File: src/rtl/screen_to_float.sv
// Signed 32-bit integer screen coordinate -> IEEE binary16, one shared
// leading-zero normalizer time-multiplexed across all lanes of a transaction.
module screen_to_float #(
   parameter int DIMS = 3
) (
   input  logic                   clk_in,
   input  logic                   rst,
   input  logic [DIMS-1:0][31:0]  coords,
   input  logic                   data_valid_in,
   output logic [DIMS-1:0][15:0]  result,
   output logic                   data_valid_out,
   output logic                   busy
);

   // Handshake: data_valid_in is sampled only in IDLE or DONE (busy low);
   // requests seen while busy are dropped. data_valid_out is a one-cycle
   // pulse in DONE, during which result holds the whole transaction.

   localparam int LANE_W = (DIMS > 1) ? $clog2(DIMS) : 1;
   localparam logic [LANE_W-1:0] LAST_LANE = LANE_W'(DIMS - 1);

   typedef enum logic [2:0] {
      IDLE  = 3'd0,
      LOAD  = 3'd1,
      NORM  = 3'd2,
      ROUND = 3'd3,
      DONE  = 3'd4
   } state_t;

   state_t                 state_q;
   state_t                 state_d;
   logic [DIMS-1:0][31:0]  coords_q;
   logic [DIMS-1:0][15:0]  result_q;
   logic [LANE_W-1:0]      lane_q;
   logic [15:0]            mag_q;
   logic [3:0]             cnt_q;
   logic                   sign_q;
   logic                   bypass_q;
   logic [15:0]            bypass_val_q;

   // Lane classification in LOAD
   logic signed [31:0]     cur;
   logic                   ld_pos_clamp;
   logic                   ld_neg_clamp;
   logic                   ld_zero;
   logic                   ld_bypass;
   logic [15:0]            ld_bypass_val;
   logic [15:0]            ld_mag;

   assign cur          = coords_q[lane_q];
   assign ld_pos_clamp = (cur >= 32'sd65504);
   assign ld_neg_clamp = (cur <= -32'sd65504);
   assign ld_zero      = (cur == 32'sd0);
   assign ld_bypass    = ld_pos_clamp | ld_neg_clamp | ld_zero;

   always_comb begin
      ld_bypass_val = 16'h0000;
      if (ld_pos_clamp)      ld_bypass_val = 16'h7BFF;
      else if (ld_neg_clamp) ld_bypass_val = 16'hFBFF;
   end

   // Non-bypass magnitudes are below 65504, so the low 16 bits of the
   // negation are the full absolute value.
   assign ld_mag = cur[31] ? (~cur[15:0] + 16'd1) : cur[15:0];

   // Rounding of the normalized magnitude (mag_q[15] is the hidden bit)
   logic [4:0]  rnd_exp_base;
   logic        rnd_guard;
   logic        rnd_sticky;
   logic        rnd_inc;
   logic [10:0] rnd_mant_sum;
   logic [4:0]  rnd_exp;
   logic [15:0] rnd_word;

   assign rnd_exp_base = 5'd30 - {1'b0, cnt_q};
   assign rnd_guard    = mag_q[4];
   assign rnd_sticky   = |mag_q[3:0];
   assign rnd_inc      = rnd_guard & (rnd_sticky | mag_q[5]);
   assign rnd_mant_sum = {1'b0, mag_q[14:5]} + {10'd0, rnd_inc};
   // A mantissa carry-out leaves the low ten bits zero, so only the exponent moves.
   assign rnd_exp      = rnd_exp_base + {4'd0, rnd_mant_sum[10]};
   assign rnd_word     = {sign_q, rnd_exp, rnd_mant_sum[9:0]};

   // Next-state logic
   always_comb begin
      state_d = state_q;
      case (state_q)
         IDLE:    if (data_valid_in) state_d = LOAD;
         LOAD:    state_d = (ld_bypass || ld_mag[15]) ? ROUND : NORM;
         NORM:    state_d = mag_q[14] ? ROUND : NORM;
         ROUND:   state_d = (lane_q == LAST_LANE) ? DONE : LOAD;
         DONE:    state_d = data_valid_in ? LOAD : IDLE;
         default: state_d = IDLE;
      endcase
   end

   always_ff @(posedge clk_in or negedge rst) begin
      if (!rst) begin
         state_q      <= IDLE;
         coords_q     <= '0;
         result_q     <= '0;
         lane_q       <= '0;
         mag_q        <= '0;
         cnt_q        <= '0;
         sign_q       <= 1'b0;
         bypass_q     <= 1'b0;
         bypass_val_q <= '0;
      end else begin
         state_q <= state_d;
         case (state_q)
            IDLE, DONE: begin
               if (data_valid_in) begin
                  coords_q <= coords;
                  lane_q   <= '0;
               end
            end
            LOAD: begin
               sign_q       <= cur[31];
               mag_q        <= ld_mag;
               cnt_q        <= 4'd0;
               bypass_q     <= ld_bypass;
               bypass_val_q <= ld_bypass_val;
            end
            NORM: begin
               mag_q <= {mag_q[14:0], 1'b0};
               cnt_q <= cnt_q + 4'd1;
            end
            ROUND: begin
               result_q[lane_q] <= bypass_q ? bypass_val_q : rnd_word;
               if (lane_q != LAST_LANE) lane_q <= lane_q + LANE_W'(1);
            end
            default: ;
         endcase
      end
   end

   assign result         = result_q;
   assign data_valid_out = (state_q == DONE);
   assign busy           = (state_q == LOAD) || (state_q == NORM) || (state_q == ROUND);

endmodule

File: config.mk
export PLATFORM = sky130hd
export DESIGN_NAME = screen_to_float
export DESIGN_NICKNAME = d
export VERILOG_FILES = /design/src/rtl/screen_to_float.sv
export SDC_FILE = /design/constraint.sdc
export NUM_CORES = 1
export LEC_CHECK = 0
export CAP_MARGIN = 40
export CORE_MARGIN = 4
export CORE_UTILIZATION = 35
export DETAILED_ROUTE_END_ITERATION = 12
export GPL_TIMING_DRIVEN = 0
export SYNTH_ARGS = -nofsm -noshare
export SYNTH_HDL_FRONTEND = slang
export SYNTH_SLANG_ARGS = --single-unit
File: constraint.sdc
create_clock -name clk_in -period 2.75 [get_ports clk_in]
set_input_delay 0.825 -clock clk_in [delete_from_list [all_inputs] [get_ports clk_in]]
set_output_delay 0.825 -clock clk_in [all_outputs]
set_load 0.005 [all_outputs]
==> results of run 1 <==
[critical path: stages (launching register included)]
cell,delay (ns)
dfrtp_1,0.41
buf_12,0.16
buf_12,0.16
mux2i_1,0.32
o2bb2ai_2,0.16
nor4_4,0.33
nand3b_1,0.14
o41ai_1,0.49
xor2_1,0.19
a41oi_1,0.13
[cell type report]
cell class | count | area [um2]
buffer | 42 | 298
clock buffer | 19 | 453
clock inverter | 13 | 124
fill | 2092 | 11800
inverter | 10 | 37.5
multi-input combinational | 456 | 3600
sequential | 172 | 4300
tap | 285 | 357
timing repair buffer | 155 | 1560
[cell usage in the layout, fill, tap and decap left out, types with 4 or more instances in the layout]
master	n
mux2i_2	6
inv_1	10
a22oi_1	14
a31oi_1	5
o2bb2ai_2	4
xnor2_1	14
dfrtp_1	172
a21oi_1	10
o21ai_0	77
o2bb2ai_1	22
o2bb2ai_4	4
clkbuf_1	24
buf_4	7
mux2_2	98
clkdlybuf4s50_1	147
nand4_1	9
inv_6	6
ha_1	7
xor2_1	10
clkbuf_16	17
buf_12	6
nand3_1	9
nor2_1	25
and2_1	4
nand2_1	65
mux2i_1	27
[stage by stage]
stage	cell area, um2	cells	hold WS, ns	power (mW)	setup WS, ns
6_report	10700	1152	0.365	13.0	0.107
5_1_grt	10700	1152	0.402	14.0	-0.0136
4_1_cts	10500	1146	0.397	12.7	0.00534
3_5_place_dp	9880	1114	0.470	10.3	-0.775
3_3_place_gp	9850	1113	0.461	10.2	-6.44
2_1_floorplan	8010	680	0.450	8.19	0.385
[what timing repair did]
item | 4_1_cts | 5_1_grt
setup endpoints to repair | 23 | 4
hold buffers | 0 | 0
pin swaps | 3 | 14
resized for setup | 6 | 39
buffers inserted | 0 | 6
[power by group through the flow]
stage          Combinational (mW)  Clock (mW)  Sequential (mW)
2_1_floorplan                3.80           0             4.40
3_3_place_gp                 5.60           0             4.56
3_5_place_dp                 5.70           0             4.59
4_1_cts                      5.74        2.41             4.54
5_1_grt                      6.70        2.54             4.76
6_report                     6.07        2.35             4.60
[state kept, by name, indices dropped and copies added, names as in the netlist]
name and flops:
cnt_q 4, bypass_val_q 2, sign_q 1, mag_q 15
bypass_q 1, coords_q 96, lane_q 2, state_q 3
result 48
[worst min-delay path by stage]
| stage | slack [ns] | from | endpoint |
|---|---|---|---|
| after floorplan | 0.45 | bypass_val_q[15]$_DFFE_PN0P_ | bypass_val_q[15]$_DFFE_PN0P_ |
| after global placement | 0.46 | result[32]$_DFFE_PN0P_ | result[32]$_DFFE_PN0P_ |
| after detailed placement | 0.47 | result[32]$_DFFE_PN0P_ | result[32]$_DFFE_PN0P_ |
| after CTS | 0.40 | rst | coords_q[60]$_DFFE_PN0P_ |
| after global routing | 0.40 | rst | coords_q[60]$_DFFE_PN0P_ |
| final | 0.37 | rst | coords_q[60]$_DFFE_PN0P_ |
[cells by family (layout without fill, tap and decap cells)]
| group | Yosys count | count (layout) | synth area share [%] |
|---|---|---|---|
| multiplexers | 133 | 133 | 18.2 |
| buffers and inverters | 52 | 239 | 3.53 |
| AO/OA/AOI/OAI | 154 | 154 | 12.3 |
| flip-flops | 172 | 172 | 53.7 |
| XOR/XNOR | 24 | 24 | 2.62 |
| adder cells (fa/ha/maj) | 8 | 8 | 1.25 |
| AND/OR/NAND/NOR | 137 | 137 | 8.37 |
[metal layers]
metal	vias up	track usage (%)	part of all wire [%]
li1	2800	-	-
met3	6	3.62	3.7
met4	0	3.43	0.39
met5	-	0	0
met2	132	25.2	46
met1	2861	23.1	50
==> results.json, run 1 <==
{
  "outcome": "completed",
  "synth_seq_area_share_pct": 53.7,
  "r2r_start": "lane_q[0]$_DFFE_PN0P_",
  "nNetsFinal": 961,
  "p_per_area_nw_per_um2": 1210,
  "postSynthAreaPerCell_um2": 11.8,
  "worstPathRequired_ns": 3.03,
  "grt_pass1_wl_um": 32800,
  "hold_viol_final": 0,
  "cts_made_buffers": 17,
  "viasPerCell": 5.03,
  "clk_latency_ns": 0.43,
  "async_flop_share_pct": 100,
  "power_frac_comb_pct": 46.6,
  "cts_tree": "yes",
  "power.leakage_nw": 4.41,
  "tns_ns": 0,
  "worstPathArrival_ns": 2.93,
  "finalCritPeriodShare_pct": 96.1,
  "reg2reg_slack_ns": 0.11,
  "routedWlPerCell_um": 17.7,
  "dieArea_um2": 25400,
  "final_util_pct": 47.5,
  "post-synth-top-count-cell": "dfrtp_1",
  "routed_wl_um": 20400,
  "drive_gt1_share_pct": 21.2,
  "r2r-end": "state_q[0]$_DFFE_PN0P_",
  "syn-num-nets": 787,
  "worst_pin_slew_ns": 0.706,
  "drc": 0,
  "fmax_mhz": 378,
  "synth_top_area_share_pct": 53.7,
  "start_util_pct": 35.5,
  "fin_skew_ns": 0.00983,
  "diodes": 0,
  "rsz0062_at_grt": "true",
  "synthTopCellsByCount": "dfrtp_1, mux2_2, o21ai_0",
  "internal_power_mw": 8.08,
  "die_width_um": 159,
  "netlist_instances": 680,
  "drtPass1Iterations": 4,
  "ir_drop_uv": 520,
  "ys_seq_elements": 172,
  "grt_use_total_pct": 16.1,
  "slew_viol_final": 0,
  "worstPathMaxFanout": 10,
  "syn2layout_area_growth_pct": 33.9,
  "min_period_ns": 2.64,
  "htree_num_levels": 4,
  "clockRootBuffer": "clkbuf_16",
  "clockBufferDepth": 2,
  "gp_congestion": 0.789,
  "vias": 5799,
  "cp-endpoint": "state_q[0]$_DFFE_PN0P_",
  "drt_iter0_drc": 333,
  "synth_area_leaders": "dfrtp_1, mux2_2, o21ai_0",
  "core_area_um2": 22600,
  "swShare_pct": 37.9,
  "worst_setup_path_end_kind": "flop",
  "dieHeight_um": 159,
  "hold_path.class": "primary input to async pin",
  "p_seq_share_pct": 35.3,
  "clkTransAtPathRegs_ns": 0.07,
  "dpl.hpwl_um": 15200,
  "yosys.area.top_type": "dfrtp_1",
  "synth_ff_type": "dfrtp_1",
  "setup_violations": 0,
  "grt_pass1_vias": 5931,
  "cp-startpoint": "lane_q[0]$_DFFE_PN0P_",
  "startpoint_type": "flop",
  "ys_warn_count": 0,
  "synth.distinct_cells": 48,
  "r2r_cells": 9,
  "antenna_found_initial": 0,
  "clock_sinks": 172,
  "drv_cap": 0,
  "clkPwrFrac_pct": 18.0,
  "grt_start_max_net_pins": 90,
  "grt_overflow": 0,
  "netlist_area_um2": 8010,
  "synth-edff-count": 0,
  "portBuffers": 148,
  "crit_type": "flop to flop",
  "io_pins": 149,
  "core.rowCount": 55,
  "slew-limit-headroom_pct": 52.8,
  "p_switching_mw": 4.93,
  "drtAntennaViolNets": 0
}
No activity file was read; power rests on OpenSTA's default activity.
==> run 2: changes to the inputs <==
- CORE_MARGIN: 4 -> default
- SETUP_SLACK_MARGIN: default -> 0.5
==> run 2 against run 1 <==
Sequential share of layout area fell by 1.6 points; clock skew rose by 0.0012 ns; register-to-register slack improved by 0.03 ns.
==> results.json, run 2 (same netlist as run 1, synthesis figures left out) <==
{
  "outcome": "completed",
  "dpl.hpwl_um": 14700,
  "grt_pass1_wl_um": 33200,
  "io_pins": 149,
  "slew_viol_final": 0,
  "worstPathRequired_ns": 3.03,
  "startpoint_type": "flop",
  "cpMostUsedCell": "buf_12",
  "cts_made_buffers": 17,
  "clk_latency_ns": 0.43,
  "final_common_cell": "dfrtp_1",
  "max_stage_delay_ns": 0.42,
  "viasPerCell": 5.11,
  "grt_start_max_net_pins": 97,
  "antenna_found_initial": 0,
  "nNetsFinal": 983,
  "worst_pin_slew_ns": 0.665,
  "dieArea_um2": 23500,
  "p_per_area_nw_per_um2": 1240,
  "grt_use_total_pct": 18.3,
  "htree_num_levels": 4,
  "routedWlPerCell_um": 17.5,
  "cts_tree": "yes",
  "grt_overflow": 0,
  "drive_gt1_share_pct": 28.6,
  "tns_ns": 0,
  "core.rowCount": 54,
  "min_period_ns": 2.61,
  "die_width_um": 153,
  "finalCritPeriodShare_pct": 94.9,
  "critical_path_buf_inv_count": 3,
  "vias": 5974,
  "drt_iter0_drc": 249,
  "largest_register": "coords_q",
  "core_area_um2": 22200,
  "syn2layout_area_growth_pct": 39.7,
  "ir_drop_uv": 553,
  "clkTransAtPathRegs_ns": 0.07,
  "setup_violations": 0,
  "drc": 0,
  "worstPathArrival_ns": 2.88,
  "crit_chain": "buf_12, buf_12, buf_12, mux2i_4, o2bb2ai_4, nor4_4, nand4_1, o21a_1, a311oi_4, a31oi_1",
  "hold_path.class": "primary input to async pin",
  "diodes": 0,
  "worstPathMaxFanout": 6,
  "drv_cap": 0,
  "clock_sinks": 172,
  "portBuffers": 148,
  "gp_congestion": 0.809,
  "drtAntennaViolNets": 0,
  "clockBufferDepth": 2,
  "routed_wl_um": 20500,
  "drtPass1Iterations": 4,
  "rsz0062_at_grt": "true",
  "worst_setup_path_end_kind": "flop",
  "slowest_stage": "dfrtp_1",
  "clockRootBuffer": "clkbuf_16",
  "hold_viol_final": 0,
  "path_delay_family": "compound AO/OA/AOI/OAI gates",
  "slew-limit-headroom_pct": 55.5,
  "fmax_mhz": 383,
  "crit_type": "flop to flop",
  "power.leakage_nw": 4.63,
  "largest_reg_flops": 96,
  "layout_common_cells": "dfrtp_1, clkdlybuf4s50_1, mux2_2",
  "p_total_mw": 13.8,
  "start_util_pct": 36.1,
  "dieHeight_um": 153,
  "grt_pass1_vias": 5973,
  "fin_skew_ns": 0.0110
}
[run 2: changes by cell type in the layout (fill, tap and decap cells not counted), moves of 4 or more]
cell and delta:
clkbuf_2 +10, o21ai_0 -6, o2bb2ai_1 -9, clkinv_4 +4
clkbuf_1 -14, o2bb2ai_2 +9, buf_4 +22, mux2i_4 +4
[run 2: final timing paths]
check,start,end,slack [ns],cells after the start
setup / recovery,lane_q[0]$_DFFE_PN0P_,bypass_q$_DFFE_PN0P_,0.14,10
hold / removal,rst,coords_q[60]$_DFFE_PN0P_,0.37,1
setup reg to reg,lane_q[0]$_DFFE_PN0P_,bypass_q$_DFFE_PN0P_,0.14,10
hold reg to reg,result[29]$_DFFE_PN0P_,result[29]$_DFFE_PN0P_,0.48,2
max in group asynchronous,rst,mag_q[4]$_DFFE_PN0P_,1.48,2
min in group clk_in,result[29]$_DFFE_PN0P_,result[29]$_DFFE_PN0P_,0.48,2
[run 2: layout make-up]
class	count	area [um2]
clock buffer	17	425
inverter	10	37.5
timing repair buffer	177	1750
multi-input combinational	456	3820
fill	2036	11000
buffer	42	338
tap	280	350
clock inverter	15	153
sequential	172	4310
[run 2: power breakdown]
part / internal [mW] / switching (mW)
logic: 3.50 / 3.33
clock network: 1.21 / 1.15
registers: 3.78 / 0.848
total: 8.49 / 5.33
[run 2: layer usage]
metal,wire [um],vias to the layer above,GRT usage (%)
met1,10200,2948,26.2
li1,-,2864,-
met5,0,-,0
met2,9280,147,27.9
met3,829,15,4.08
met4,176,0,4.67
[run 2: what timing repair did]
item | CTS | global route
setup endpoints to repair | 149 | 59
cloned | 1 | 0
pin swaps | 18 | 14
resized for setup | 67 | 45
hold buffers | 0 | 0
setup buffers | 11 | 16
[run 2: stage by stage]
step	hold slack [ns]	instance area [um2]	std cells	utilization, %	worst slack, ns
floorplan	0.450	8030	680	-	0.425
global route	0.400	11200	1169	50.5	0.0411
global placement	0.463	9860	1108	44.5	-6.43
detailed placement	0.472	9900	1109	44.7	-0.568
CTS	0.383	10800	1153	48.9	0.0956
finish	0.371	11200	1169	50.5	0.140
==> run 3: changes to the inputs <==
- ABC_AREA: default -> 0
- CORE_UTILIZATION: 35 -> 45
- PLACE_DENSITY: default -> 0.7
==> run 3 against run 2 <==
Hold slack worse by 0.092 ns; utilization increased by 14 points; critical path type unchanged; via count increased by 1.5%; critical path depth up 1; combinational power grew 1%; register-to-register slack worse by 0.05 ns; maximum frequency shrank 1.7%; routed wire length shrank 2.1%; first-iteration DRC count rose by 29%; clock power grew 3%; clock skew fell by 0.0053 ns; sequential share of layout area hardly changed.
==> results.json, run 3 (same netlist as run 1, synthesis figures left out) <==
{
  "nNetsFinal": 981,
  "dieHeight_um": 135,
  "grt_pass1_wl_um": 32600,
  "clockRootBuffer": "clkbuf_16",
  "grt_use_met3_pct": 5.46,
  "final_common_cell": "dfrtp_1",
  "core_area_um2": 17400,
  "gp_congestion": 0.870,
  "ir_drop_uv": 657,
  "fin_skew_ns": 0.00574,
  "antenna_found_initial": 0,
  "min_period_ns": 2.66,
  "pre_cts_ws_ns": -0.572,
  "outcome": "completed",
  "crit_type": "flop to flop",
  "fillCellCount": 1279,
  "cts_tree": "yes",
  "use_met2_pct": 39.4,
  "dieArea_um2": 18300,
  "p_per_area_nw_per_um2": 1250,
  "reg2reg_slack_ns": 0.09,
  "drv_cap": 0,
  "grt_pass1_vias": 6237,
  "grt_overflow": 0,
  "dpl.hpwl_um": 14100,
  "die_width_um": 135,
  "drive_gt1_share_pct": 29.3,
  "worstPathRequired_ns": 3.09,
  "portBuffers": 148,
  "layout_common_cells": "dfrtp_1, clkdlybuf4s50_1, mux2_2",
  "finalCritPeriodShare_pct": 96.6,
  "slew-limit-headroom_pct": 54.0,
  "clock_sinks": 172,
  "drtPass1Iterations": 4,
  "start_util_pct": 46.2,
  "fin_ws_ns": 0.0948,
  "io_pins": 149,
  "largest_register": "coords_q",
  "cts_made_buffers": 17,
  "holdBufCountCts": 0,
  "drtAntennaViolNets": 0,
  "grt_use_met1_pct": 29.6,
  "setup_violations": 0,
  "routed_wl_um": 20000,
  "viasPerCell": 5.45,
  "startpoint_type": "flop",
  "clkTransAtPathRegs_ns": 0.06,
  "clockBufferDepth": 2,
  "worstPathMaxFanout": 8,
  "grt.busiest_layer": "met2",
  "syn2layout_area_growth_pct": 39.6,
  "largest_reg_flops": 96,
  "worstPathArrival_ns": 3.00,
  "hold_viol_final": 0,
  "worst_pin_slew_ns": 0.690,
  "vias": 6065,
  "core.rowCount": 48,
  "power.leakage_nw": 4.64,
  "grt_start_max_net_pins": 130,
  "fmax_mhz": 377,
  "diodes": 0,
  "drc": 0,
  "slew_viol_final": 0,
  "htree_num_levels": 4,
  "worst_setup_path_end_kind": "flop",
  "rsz0062_at_grt": "true",
  "grt_use_total_pct": 23.2,
  "clk_latency_ns": 0.43,
  "hold_path.class": "primary input to async pin",
  "drt_iter0_drc": 321,
  "holdWs_ns": 0.279,
  "routedWlPerCell_um": 18.0
}
run 3: per-layer routing:
metal / wire length [um] / up-vias
li1: - / 2834
met1: 8590 / 3018
met2: 10200 / 194
met3: 1030 / 19
met4: 213 / 0
met5: 0 / -
run 3: timing repair:
action,CTS,global route
endpoints found under the setup margin,148,89
cloned,2,0
pin swaps,22,17
resized for setup,60,70
buffers inserted,17,7
hold endpoints to repair,0,0
run 3: where the power goes:
part | leakage (nW) | switching, mW | internal, mW
clock | 0.287 | 1.00 | 1.42
sequential | 2.09 | 0.887 | 3.78
combinational | 2.26 | 3.36 | 3.54
run 3: stage by stage:
| stage | TNS (ns) | power (mW) | utilization (%) | std cells | area [um2] |
|---|---|---|---|---|---|
| floorplan | 0 | 8.23 | - | 680 | 8030 |
| global placement | -1013.68 | 10.1 | 56.4 | 1053 | 9800 |
| detailed placement | -21.21 | 10.3 | 56.6 | 1054 | 9830 |
| CTS | 0 | 13.4 | 62.6 | 1105 | 10900 |
| global route | 0 | 14.9 | 64.4 | 1112 | 11200 |
| finish | 0 | 14.0 | 64.4 | 1112 | 11200 |
run 3: worst paths after layout:
kind / from / end / depth (start not counted)
hold reg to reg: result[14]$_DFFE_PN0P_ / result[14]$_DFFE_PN0P_ / 2
hold / removal: rst / result[41]$_DFFE_PN0P_ / 1
setup / recovery: lane_q[1]$_DFFE_PN0P_ / bypass_q$_DFFE_PN0P_ / 11
setup reg to reg: lane_q[1]$_DFFE_PN0P_ / bypass_q$_DFFE_PN0P_ / 11
max in group asynchronous: rst / coords_q[94]$_DFFE_PN0P_ / 2
min in group clk_in: result[14]$_DFFE_PN0P_ / result[14]$_DFFE_PN0P_ / 2
run 3: cell type report:
type / instances / area (um2) / area share [%]
plain buffers: 42 / 340 / 3.04
clock buffers: 20 / 467 / 4.17
clock inverters: 12 / 138 / 1.23
inverters: 10 / 37.5 / 0.336
multi-input cells: 456 / 3860 / 34.5
flip-flops and latches: 172 / 4300 / 38.5
well taps: 225 / 282 / 2.52
repair buffers: 175 / 1760 / 15.7
run 3: critical path, cell delays in order (launching register included):
cell and delay [ns]:
dfrtp_1 0.40, buf_6 0.13, nor2b_4 0.12, buf_6 0.11
buf_12 0.14, buf_12 0.14, o2bb2ai_2 0.12, nor4_1 0.30
nand4_1 0.21, buf_4 0.18, or4b_4 0.51, a31oi_2 0.20
